**config.mk**
```make
export PLATFORM = sky130hd
export DESIGN_NAME = inst_load_ctrl
export DESIGN_NICKNAME = d
export VERILOG_FILES = /design/src/rtl/cpu_defs_pkg.sv /design/src/rtl/btn_debounce.sv /design/src/rtl/inst_load_ctrl.sv
export SDC_FILE = /design/constraint.sdc
export NUM_CORES = 1
export LEC_CHECK = 0
export CORE_MARGIN = 8
export CORE_UTILIZATION = 44
export CTS_BUF_LIST = sky130_fd_sc_hd__clkbuf_8
export DETAILED_ROUTE_END_ITERATION = 12
export PLACE_DENSITY_LB_ADDON = 0.15
export SLEW_MARGIN = 30
export SYNTH_ARGS = -nofsm -noshare
export SYNTH_HDL_FRONTEND = slang
export SYNTH_SLANG_ARGS = --single-unit
```
**constraint.sdc**
```tcl
create_clock -name clk -period 4.1 [get_ports clk]
set_input_delay 0.82 -clock clk [delete_from_list [all_inputs] [get_ports clk]]
set_output_delay 0.82 -clock clk [all_outputs]
set_load 0.02 [all_outputs]
```
**src/rtl/cpu_defs_pkg.sv**
```systemverilog
// cpu_defs: shared state encodings, default widths and instruction field positions for the CPU front end
package cpu_defs;
  typedef enum logic [1:0] {
    S_LOAD  = 2'd0,
    S_READY = 2'd1,
    S_RUN   = 2'd2
  } state_e;
  localparam int INST_W_DEF = 12;
  localparam int NIB_W_DEF  = 4;
  localparam int OPC_LSB    = 0;
  localparam int OPC_W      = 4;
  localparam int IMM_LSB    = 4;
  localparam int IMM_W      = 8;
endpackage

```
**src/rtl/btn_debounce.sv**
```systemverilog
// btn_debounce: 2-flop synchroniser, DEB_CYC-cycle stability filter and one-cycle rising-edge pulse
//   clk, rst (async, active-high); btn_raw in (asynchronous); btn_edge out (one cycle per debounced rise)
module btn_debounce #(
  parameter int DEB_CYC = 4
) (
  input  logic clk,
  input  logic rst,
  input  logic btn_raw,
  output logic btn_edge
);
  localparam int CW = (DEB_CYC > 1) ? $clog2(DEB_CYC) : 1;
  logic          sync1_q, sync2_q, level_q, level_prev_q, edge_q;
  logic [CW-1:0] cnt_q;
  always_ff @(posedge clk or posedge rst) begin
    if (rst) begin
      sync1_q      <= 1'b0;
      sync2_q      <= 1'b0;
      level_q      <= 1'b0;
      level_prev_q <= 1'b0;
      edge_q       <= 1'b0;
      cnt_q        <= '0;
    end else begin
      sync1_q      <= btn_raw;
      sync2_q      <= sync1_q;
      level_prev_q <= level_q;
      edge_q       <= level_q & ~level_prev_q;
      if (sync2_q == level_q) cnt_q <= '0;
      else if (cnt_q == CW'(DEB_CYC - 1)) begin
        cnt_q   <= '0;
        level_q <= sync2_q;
      end else cnt_q <= cnt_q + 1'b1;
    end
  end
  assign btn_edge = edge_q;
endmodule

```
**src/rtl/inst_load_ctrl.sv**
```systemverilog
// inst_load_ctrl: assembles an instruction from switch nibbles on debounced presses and hands it to the execute FSM
//   in : clk, rst (async, active-high), btn_raw, din[NIB_W], clr_inst, exec_done
//   out: btn_edge, inst_out[INST_W], opcode[4], inst_done, exec_start, load_idx, busy (all registered)
module inst_load_ctrl
  import cpu_defs::*;
#(
  parameter  int INST_W  = INST_W_DEF,
  parameter  int NIB_W   = NIB_W_DEF,
  parameter  int DEB_CYC = 4,
  localparam int NNIB    = INST_W / NIB_W,
  localparam int IDX_W   = (NNIB > 1) ? $clog2(NNIB) : 1
) (
  input  logic              clk,
  input  logic              rst,
  input  logic              btn_raw,
  input  logic [NIB_W-1:0]  din,
  input  logic              clr_inst,
  input  logic              exec_done,
  output logic              btn_edge,
  output logic [INST_W-1:0] inst_out,
  output logic [OPC_W-1:0]  opcode,
  output logic              inst_done,
  output logic              exec_start,
  output logic [IDX_W-1:0]  load_idx,
  output logic              busy
);
  state_e              state_q, state_d;
  logic [INST_W-1:0]   inst_q;
  logic [IDX_W-1:0]    idx_q;
  logic                done_q, start_q, busy_q;
  logic                edge_w, last, clr_ok, retire, cap, zap;
  btn_debounce #(.DEB_CYC(DEB_CYC)) u_deb (
    .clk      (clk),
    .rst      (rst),
    .btn_raw  (btn_raw),
    .btn_edge (edge_w)
  );
  assign last   = idx_q == IDX_W'(NNIB - 1);
  // a running instruction cannot be cancelled, and clear beats a simultaneous press
  assign clr_ok = clr_inst && state_q != S_RUN;
  assign retire = state_q == S_RUN && exec_done;
  assign cap    = state_q == S_LOAD && edge_w && !clr_inst;
  assign zap    = clr_ok || retire;
  always_comb begin
    state_d = zap                             ? S_LOAD  :
              (cap && last)                   ? S_READY :
              (state_q == S_READY && edge_w)  ? S_RUN   : state_q;
  end
  always_ff @(posedge clk or posedge rst) begin
    if (rst) begin
      state_q <= S_LOAD;
      inst_q  <= '0;
      idx_q   <= '0;
      done_q  <= 1'b0;
      start_q <= 1'b0;
      busy_q  <= 1'b0;
    end else begin
      state_q <= state_d;
      inst_q  <= zap ? '0 : cap ? {din, inst_q[INST_W-1:NIB_W]} : inst_q;
      idx_q   <= (zap || (cap && last)) ? '0 : cap ? idx_q + 1'b1 : idx_q;
      done_q  <= state_d == S_READY;
      busy_q  <= state_d == S_RUN;
      start_q <= state_q == S_READY && state_d == S_RUN;
    end
  end
  assign btn_edge   = edge_w;
  assign inst_out   = inst_q;
  assign opcode     = inst_q[OPC_LSB +: OPC_W];
  assign inst_done  = done_q;
  assign exec_start = start_q;
  assign load_idx   = idx_q;
  assign busy       = busy_q;
endmodule

```
Yosys cells after proc, flatten, opt, wreduce, memory -nomap -nowiden. Cells that the tools add are included.

$add $sub $neg: 2. Equality and inequality tests: 8. Mux-type cells: 9. Bitwise operators: 3. Reduce and logical (&&, ||, !) cells: 14.

Operator list (number): $mux W12 (2); $mux W2 (7); $eq A2 B2 Y1 const B (4); $logic_and A1 B1 Y1 (7); $add A2 B1 Y2 const B (2); $eq A2 B1 Y1 const B (2); $reduce_bool A2 Y1 (2); $logic_not A2 Y1 (1); $logic_or A1 B1 Y1 (2); $ne A2 B2 Y1 const B (1); $not A1 Y1 (2); $reduce_and A2 Y1 (1); $and A1 B1 Y1 (1); $eq A1 B1 Y1 (1); $logic_not A1 Y1 (1).

Register bits: 26. Output and inout port bits: 22.

Depth between registers and ports, before layout.
Word-level depth: 8. Depth in mapped cells: 5. Depth with buffers taken out: 4.

Modules after synthesis. A second synthesis with hierarchy kept.

Cell total of the unflattened synthesis: 102. Area total of the unflattened synthesis: 1069.8 um2.

Modules (own cells, without submodules): inst_load_ctrl (times used 1, cells an instance 88, area an instance 835.8 um2); btn_debounce (times used 1, cells an instance 14, area an instance 234.0 um2).

Least setup slack after synthesis. OpenSTA, ideal clock, no wires.

Path type: input port to flip-flop. Start: input clr_inst. End: register idx_q[1], in the netlist load_idx[1]. Setup time: 0.078 ns. Arrival: 1.842 ns. Required time: 4.022 ns. Setup slack: 2.180 ns. Stages: 4. Buffers on the path: 1. Cell sequence: or4b_1 clkbuf_2 or3_1 a21oi_1.

Longest elaborated chain between the ends: 5. Elaborated cells between the ends (all ways): 8. Those cells by class: mux (1); reduce/logical (7).

RTL lines: from (decl) (RTL line inst_load_ctrl.sv:17) `input logic clr_inst,`; $logic_not A1 Y1 (RTL line inst_load_ctrl.sv:42) `assign cap = state_q == S_LOAD && edge_w && !clr_inst;`; $logic_and A1 B1 Y1 (RTL line inst_load_ctrl.sv:42); $logic_and A1 B1 Y1 (RTL line inst_load_ctrl.sv:60) `idx_q <= (zap || (cap && last)) ? '0 : cap ? idx_q + 1'b1 : idx_q;`; $logic_or A1 B1 Y1 (RTL line inst_load_ctrl.sv:60); $mux W2 or $reduce_bool A2 Y1 (tied branches); to (signal assigned) (RTL line inst_load_ctrl.sv:60); to (decl) (RTL line inst_load_ctrl.sv:29) `logic [IDX_W-1:0] idx_q;`.

Several ways; a longest one is shown, not always the timed one. A chain may end at the register's enable or synchronous reset.

Worst setup path in the final report.
Start: input clr_inst. End: register idx_q[0], in the netlist load_idx[0].

The elaborated chain is that of the path after synthesis.

==> run_results.csv <==
group,metric,value,unit
status,status,"completed",
cells_and_area,antenna_cells,0,
synthesis,synth-main-ff-cell,"dfrtp_1",
sta,period_share,60.3,%
clock_network,htreeDepth,1,
sta,setup_violations,0,
floorplanning,ios,31,
clock_network,clkTransAtPathRegs,0.08,ns
worst_setup_path,critPathKind,"input port to flop",
clock_network,cts_resized,0,
floorplanning,initial_core_util,47.1,%
clock_network,hold_buffers,0,
power_and_ir_drop,p_per_area,420,mW/mm²
floorplanning,die-width,64.9,µm
placement,io_buffers,30,
cells_and_area,fillers,202,
synthesis,async_flop_share,100,%
floorplanning,coreArea,0.00223,mm²
synthesis,synth_area_leaders,"dfrtp_1 62%, nand2_1 9.3%, a21oi_1 7.1%",
clock_network,root_buffer,"clkbuf_8",
sta,layout_min_cycle_time,2.47,ns
hold_path,min_path_type,"flop to flop",
power_and_ir_drop,power,583,µW
hold_path,worstHoldStart,"u_deb.sync1_q",
power_and_ir_drop,ir_drop,0.000315,V
worst_setup_path,arrival,2.66,ns
cells_and_area,layout-drive-gt1-share,6.35,%
synthesis,synth_cells,101,
sta,fin_setup_tns,0,ns
worst_setup_path,r2r-end,"load_idx[0]",
floorplanning,die_y,64.9,µm
worst_setup_path,critical_path.max_fanout,16,
worst_setup_path,reg2reg_slack,2.21,ns
routing,firstDrtPassIters,4,
placement,place_congestion,0.746,
synthesis,synth_area,0.00105,mm²
placement,dpl.hpwl,1510,µm
worst_setup_path,cp-start-kind,"input port",
sta,slew_headroom,35.4,%
sta,fmax,405,MHz
routing,num_vias,759,
synthesis,avgSynthCellArea,10.4,µm²
synthesis,ys_seq_area_share,61.9,%
synthesis,ys_ff_latch,26,
synthesis,synth_enable_flop_cells,0,
power_and_ir_drop,switching_power,166,µW
worst_setup_path,rr_worst_depth,3,
worst_setup_path,critPathCaptureType,"flop",
floorplanning,rows,17,
routing,vias_per_cell,4.93,
synthesis,synth_top_area_cell,"dfrtp_1",
synthesis,synthDistinctLibCells,21,
sta,hold_violations,0,
sta,finalMaxSlewViolations,0,
run,max_cap_viol_count,0,
worst_setup_path,crit_path_start,"clr_inst",
cells_and_area,seqCellArea,651,µm²
clock_network,cts_buffers,3,
global_route,grt_pass1_wl,3440,µm
power_and_ir_drop,p_leak,0.576,nW
worst_setup_path,required,4.29,ns
routing,drtAntennaViolNets,0,
power_and_ir_drop,p_clk_share,23.6,%
worst_setup_path,crit_end,"load_idx[0]",
clock_network,cts_setup_buffers,0,
synthesis,synth_commonest_cells,"26 x dfrtp_1, 26 x nand2_1, 15 x a21oi_1, 4 x buf_4, 4 x inv_1",
global_route,track_usage,10.4,%
clock_network,cts_tree,"done",
worst_setup_path,r2r-start,"state_q[1]",
routing,wl_per_cell,13.3,µm
sta,clock_skew,0.00204,ns
synthesis,synth_nets,112,
routing,wirelength,2050,µm
global_route,grt_pass1_vias,792,
clock_network,cts_num_sinks,26,
sta,finalHoldWorstSlack,0.356,ns
sta,worst_pin_slew,0.966,ns
sta,rsz0062_at_grt,"false",
power_and_ir_drop,seq_power_share,53.7,%
cells_and_area,fin_nets,139,
global_route,overflow,0,
floorplanning,dieArea,0.00421,mm²
clock_network,clockBufferDepth,2,
power_and_ir_drop,internal_power,417,µW
synthesis,synth_top_area_share,61.9,%
global_route,antenna_found_initial,0,
global_route,grt_start_max_net_pins,27,
synthesis,yosysWarnings,0,
routing,drt_iter0_drc,23,
power_and_ir_drop,p_sw_share,28.5,%
routing,drc,0,
cells_and_area,multi_input_area,345,µm²
clock_network,insertion_delay,0.26,ns
cells_and_area,areaGrowthSynthToFinish,32.0,%
power_and_ir_drop,combPwrFrac,22.7,%
[how the worst min path moves through the flow]
stage | to | depth (start not counted)
2_1_floorplan | u_deb.sync2_q | 0
3_3_place_gp | u_deb.sync2_q | 0
3_5_place_dp | u_deb.sync2_q | 0
4_1_cts | u_deb.sync2_q | 0
5_1_grt | u_deb.sync2_q | 0
6_report | u_deb.sync2_q | 0
[critical path, stage by stage]
cell and delay, ns:
clkdlybuf4s50_1 0.51, or4b_1 0.76, or3_1 0.42, a21oi_1 0.15
[flip-flops by register name, indices dropped and copies added (netlist names)]
signal              cells
state_q                 2
u_deb.level_prev_q      1
busy                    1
u_deb.cnt_q             2
u_deb.sync1_q           1
inst_out               12
u_deb.btn_edge          1
inst_done               1
u_deb.level_q           1
u_deb.sync2_q           1
load_idx                2
exec_start              1
[stage by stage]
stage / instances / cell area (µm²) / setup slack [ns] / utilization (%)
5_1_grt: 154 / 1390 / 1.48 / 62.1
3_3_place_gp: 151 / 1350 / 1.44 / 60.3
2_1_floorplan: 101 / 1050 / 2.18 / -
4_1_cts: 154 / 1390 / 1.63 / 62.1
3_5_place_dp: 151 / 1350 / 1.36 / 60.3
6_report: 154 / 1390 / 1.63 / 62.1
[cells by family after synthesis]
logic type	synth area share, %
AND/OR/NAND/NOR	17.0
flip-flops	61.9
AO/OA/AOI/OAI	8.81
buffers and inverters	5.83
multiplexers	3.21
adder cells (fa/ha/maj)	2.38
XOR/XNOR	0.833
[layout by cell type (no fill, tap or decap), drive strengths merged]
master and count:
a211oi 1, a21oi 15, and2 1, clkbuf 3
clkdlybuf4s50 30, dfrtp 26, ha 2, inv 4
mux2 3, nand2 26, nand3 1, nand3b 1
nor2 2, nor2b 3, nor3 1, nor4b 1
o21ai 2, or3 2, or4b 1, xnor2 1
[power groups by stage]
stage	clock, mW	combinational, mW	sequential [mW]
after global placement	0	0.131	0.317
after CTS	0.144	0.135	0.314
after floorplan	0	0.0686	0.331
final	0.138	0.132	0.313
after detailed placement	0	0.134	0.319
after global routing	0.154	0.147	0.318
[routing by layer]
metal  wire, µm  global-route usage (%)  vias up
met4         50                    6.54        0
met2       1000                    17.8       24
met3        141                    3.78        5
li1           -                       -      380
met1        851                    10.7      350
met5          0                       0        -
[area by class of cell]
cell class                      count  share of cell area [%]
Multi-Input combinational cell     63                    24.9
Sequential cell                    26                    46.9
Clock buffer                        3                    2.98
Inverter                            4                    1.08
Timing Repair Buffer               30                    21.6
Tap cell                           28                    2.52
No activity file was read; power rests on OpenSTA's default activity.
